[config.mk]
export PLATFORM = sky130hd
export DESIGN_NAME = mult_seq_r4
export DESIGN_NICKNAME = d
export VERILOG_FILES = /design/src/rtl/mult_seq_r4.sv
export SDC_FILE = /design/constraint.sdc
export NUM_CORES = 1
export LEC_CHECK = 0
export BUFFER_PORTS_ARGS = -buffer_cell sky130_fd_sc_hd__buf_4
export CAP_MARGIN = 10
export CELL_PAD_IN_SITES_DETAIL_PLACEMENT = 0
export CELL_PAD_IN_SITES_GLOBAL_PLACEMENT = 1
export CORE_ASPECT_RATIO = 0.5
export CORE_MARGIN = 3
export CORE_UTILIZATION = 38
export DETAILED_ROUTE_END_ITERATION = 8
export PLACE_DENSITY_LB_ADDON = 0.1
export SYNTH_ARGS = -nofsm -noshare
export SYNTH_HDL_FRONTEND = slang
export SYNTH_SLANG_ARGS = --single-unit
export TNS_END_PERCENT = 1
[constraint.sdc]
create_clock -name clk -period 2.4 [get_ports clk]
set_input_delay 0.24 -clock clk [delete_from_list [all_inputs] [get_ports clk]]
set_output_delay 0.24 -clock clk [all_outputs]
set_load 0.005 [all_outputs]
[src/rtl/mult_seq_r4.sv]
// Sequential unsigned multiplier: b is consumed two bits per clock (radix-4 shift-add).
// Operand and result sides use valid/ready handshakes; y always reflects the accumulator.
module mult_seq_r4 #(
  parameter int WA = 4,
  parameter int WB = 2,
  localparam int WY = WA + WB
) (
  input  logic          clk,
  input  logic          rst,
  input  logic          in_valid,
  output logic          in_ready,
  input  logic [WA-1:0] a,
  input  logic [WB-1:0] b,
  output logic          out_valid,
  input  logic          out_ready,
  output logic [WY-1:0] y,
  output logic          busy
);

  localparam int ND = WB / 2;
  localparam int CW = (ND > 1) ? $clog2(ND) : 1;

  generate
    if (WB < 2 || (WB % 2) != 0) begin : g_bad_wb
      $error("mult_seq_r4: WB must be even and >= 2");
    end
  endgenerate

  // Handshake rule: a transfer happens on a rising edge where valid and ready
  // are both high; ready/valid here are registers and never depend on the
  // partner's signal combinationally.
  typedef enum logic [1:0] {
    IDLE = 2'd0,
    CALC = 2'd1,
    DONE = 2'd2
  } state_t;

  state_t        state;
  logic [WA-1:0] a_r;
  logic [WB-1:0] b_r;
  logic [CW-1:0] cnt;
  logic [WY-1:0] acc;
  logic [WA+1:0] pp;
  logic [WY-1:0] pp_sh;
  logic          last;

  // a_r times the current low digit of b_r, aligned to the digit position.
  always_comb begin
    pp    = {2'b00, a_r} * {{WA{1'b0}}, b_r[1:0]};
    pp_sh = WY'(pp) << {cnt, 1'b0};
    last  = (cnt == CW'(ND - 1));
  end

  always_ff @(posedge clk or posedge rst) begin
    if (rst) begin
      state     <= IDLE;
      a_r       <= '0;
      b_r       <= '0;
      cnt       <= '0;
      acc       <= '0;
      in_ready  <= 1'b1;
      out_valid <= 1'b0;
      busy      <= 1'b0;
    end else begin
      case (state)
        IDLE: begin
          if (in_valid && in_ready) begin
            a_r      <= a;
            b_r      <= b;
            acc      <= '0;
            cnt      <= '0;
            state    <= CALC;
            in_ready <= 1'b0;
            busy     <= 1'b1;
          end
        end
        CALC: begin
          acc <= acc + pp_sh;
          b_r <= b_r >> 2;
          cnt <= cnt + CW'(1);
          if (last) begin
            state     <= DONE;
            out_valid <= 1'b1;
          end
        end
        DONE: begin
          if (out_ready) begin
            state     <= IDLE;
            out_valid <= 1'b0;
            busy      <= 1'b0;
            in_ready  <= 1'b1;
          end
        end
        default: begin
          state     <= IDLE;
          in_ready  <= 1'b1;
          out_valid <= 1'b0;
          busy      <= 1'b0;
        end
      endcase
    end
  end

  assign y = acc;

endmodule

==> metrics <==
status finished with violations; violated checks setup timing; Sw Share 34.9%; crit path cell chain and2_1 > ha_2 > fa_2 > inv_2 > o21ai_2 > ha_4 > o21ai_4 > o21ai_2 > and3_4 > o31a_1 > mux2i_1; Critical Path Slowest Stage Cell fa_2; leakage 0.747 nW; worst-path fanout max 4; RSZ-0062 raised after global routing true; Worst EP required 2580 ps; routed via count 913; # hold bufs at CTS 0; syn_nets 133; antenna viol nets, final 0; post-synthesis sequential area ratio 40.6%; area of the die 0.00366 sq mm; CTS Buffer Depth 2; WL met1 1.32 mm; clock network fraction of design power 15.0%; met3 WL post-DR 106 microns; Slew @ Worst Pin 717 ps; crit path kind reg2reg; R2R depth 11; Max Cap Viol 0; first-pass iteration count of the detailed router 3; final core occ 57.4%; post-synth cell types 34; chip width 82.6 microns; Comb power frac 53.7%; achievable frequency 388 MHz; Top FF cell, synth dfrtp_1; I/O Buffers 18; Final setup violation count 2; Final Skew 1.63 ps; n_diodes 0; TritonCTS Buffers 3; post-synth top area share 38.2%; clock tree sinks 18; switching pwr 585 uW; Slew headroom 52.2%; Final WS setup -179 ps; first-pass GRT wire length 4.07 mm; vias in the first global route 841; final wirelength 2.49 mm; DP Area 0.00137 sq mm; total gr overflow 0; Synth area leader dfrtp_1; H-Tree Depth 1; Yosys warnings 0; global placement routability congestion 0.762; Max Slew Vio Count 0; Worst path max stage delay 560 ps; largest net degree at the start of global routing 19; met2 wire length 1.06 mm; CORE AREA 0.00268 sq mm; effective utilization at floorplan 41.5%; dpl hpwl 1.79 mm; VDD IR max 0.446 mV; final period utilization 107%; Crit path arrival time 2760 ps; mean routed wirelength per cell 13.5 microns; final hold violations 0; Mapped Cells 113; worst skew pair latency 250 ps; initial antenna violation count 0; number of synthesized flops with an enable pin 0; DR iter-0 viols 31; Pint 1.09 mW; DR DRC count 0; Startpoint Class flop; row count 13; share of layout cells above drive strength 1 46.3%; most used cell, CP o21ai_2; Seq. cell area 452 sq um; sequential power share 31.3%; top cells by area, synth dfrtp_1 (38%), ha_1 (9.0%), o21ai_0 (6.3%), nand2_1 (5.7%), mux2_2 (5.1%); root buffer cell clkbuf_8; final net count 168; CP Capture Type flop; Seq cells post-synth 18; vias per cell 4.96; Ports 19; CTS clk-pin slew, worst paths 70 ps; Area growth syn-to-layout 38.4%; Die Height 44.3 microns; Fillers 248; multi-input logic area 733 sq um; fraction of registers with async set/reset 100%; DR top layer met3; Final min period 2580 ps; total track usage 15.1%; worst hold path type in2async; Final Instance Area 0.00154 sq mm; syn avg cell area 9.85 sq um; mapped cell area 0.00111 sq mm; pwr dens 1090 mW/mm^2; CTS tree done
==> critical path, delay by kind of cell (launching register included) <==
kind	cells	cell delay, ps
fa+ha+maj	3	990
compound gates	4	620
flops	1	390
simple gates	2	340
mux	1	130
buf+inv	1	40
==> layout by cell type, fill, tap and decap left out, drive strengths merged, types with 4 or more instances in the layout <==
cell type	count
mux2	5
o21ai	15
nor2	5
a21o	5
ha	8
and2	6
clkbuf	4
buf	33
nand2	17
a21oi	5
dfrtp	17
==> path summary, 6_finish.rpt <==
path                       slack (ps)               start            endpoint
setup / recovery                 -180  b_r[0]$_DFFE_PP0P_    y[5]$_DFFE_PP0P_
hold / removal                    100                 rst    busy$_DFFE_PP0P_
setup reg to reg                 -180  b_r[0]$_DFFE_PP0P_    y[5]$_DFFE_PP0P_
min in group clk                  190                b[1]  b_r[1]$_DFFE_PP0P_
hold reg to reg                   480    y[5]$_DFFE_PP0P_    y[5]$_DFFE_PP0P_
max in group asynchronous        1840                 rst  a_r[1]$_DFFE_PP0P_
==> metrics by stage <==
| stage | TNS [ps] | std cells | hold WS [ps] | power, mW | setup WS [ps] |
|---|---|---|---|---|---|
| global route | -422 | 184 | 158 | 1.80 | -298 |
| finish | -193 | 184 | 103 | 1.67 | -179 |
| global placement | -299 | 174 | 405 | 1.21 | -193 |
| CTS | -260 | 183 | 133 | 1.61 | -221 |
| detailed placement | -351 | 174 | 403 | 1.21 | -231 |
| floorplan | -99.0 | 113 | 178 | 0.916 | -99.0 |
==> power groups by stage <==
stage	combinational [mW]	sequential, mW	clock, mW
2_1_floorplan	0.400	0.515	0
3_3_place_gp	0.686	0.527	0
3_5_place_dp	0.684	0.526	0
4_1_cts	0.826	0.524	0.256
5_1_grt	0.993	0.539	0.268
6_report	0.899	0.524	0.250
==> layer usage <==
layer / up-vias / global-route usage (%)
met5: - / 0
met4: 0 / 0.977
met3: 0 / 4.88
met2: 14 / 22.5
met1: 434 / 22.4
li1: 465 / -
==> cell families after synthesis <==
family	Yosys count	synth area share [%]
simple gates	39	18.7
compound gates	31	17.0
flops	18	40.6
fa+ha+maj	10	12.6
mux	6	5.95
buf+inv	5	2.13
xor+xnor	4	3.15
==> flip-flops by register name, summed over array words and instances, names as in the netlist <==
register	cells
b_r	2
busy	1
cnt	1
y	6
out_valid	1
in_ready	1
state	2
a_r	4
==> cell type report <==
cell class	count	share of cell area, %
Tap cell	37	3.00
Inverter	2	0.487
Sequential cell	18	29.3
Clock buffer	4	3.57
Multi-Input combinational cell	90	47.6
Timing Repair Buffer	33	16.1
==> repair_timing <==
action | CTS | global route
resized for setup | 10 | 8
endpoints found under the setup margin | 2 | 3
pin swaps | 13 | 4
buffers inserted | 5 | 1
==> cell usage after synthesis (all sizes together), types with 2 or more instances <==
library cell	n
buf	2
o22ai	2
o21ai	15
nor2b	2
mux2	5
dfrtp	17
nand2	17
nand2b	2
a211oi	2
and2	6
or2	2
inv	2
a21o	5
fa	2
nor2	5
ha	8
a21oi	5
xor2	2
xnor2	2
No activity file was read; power rests on OpenSTA's default activity.
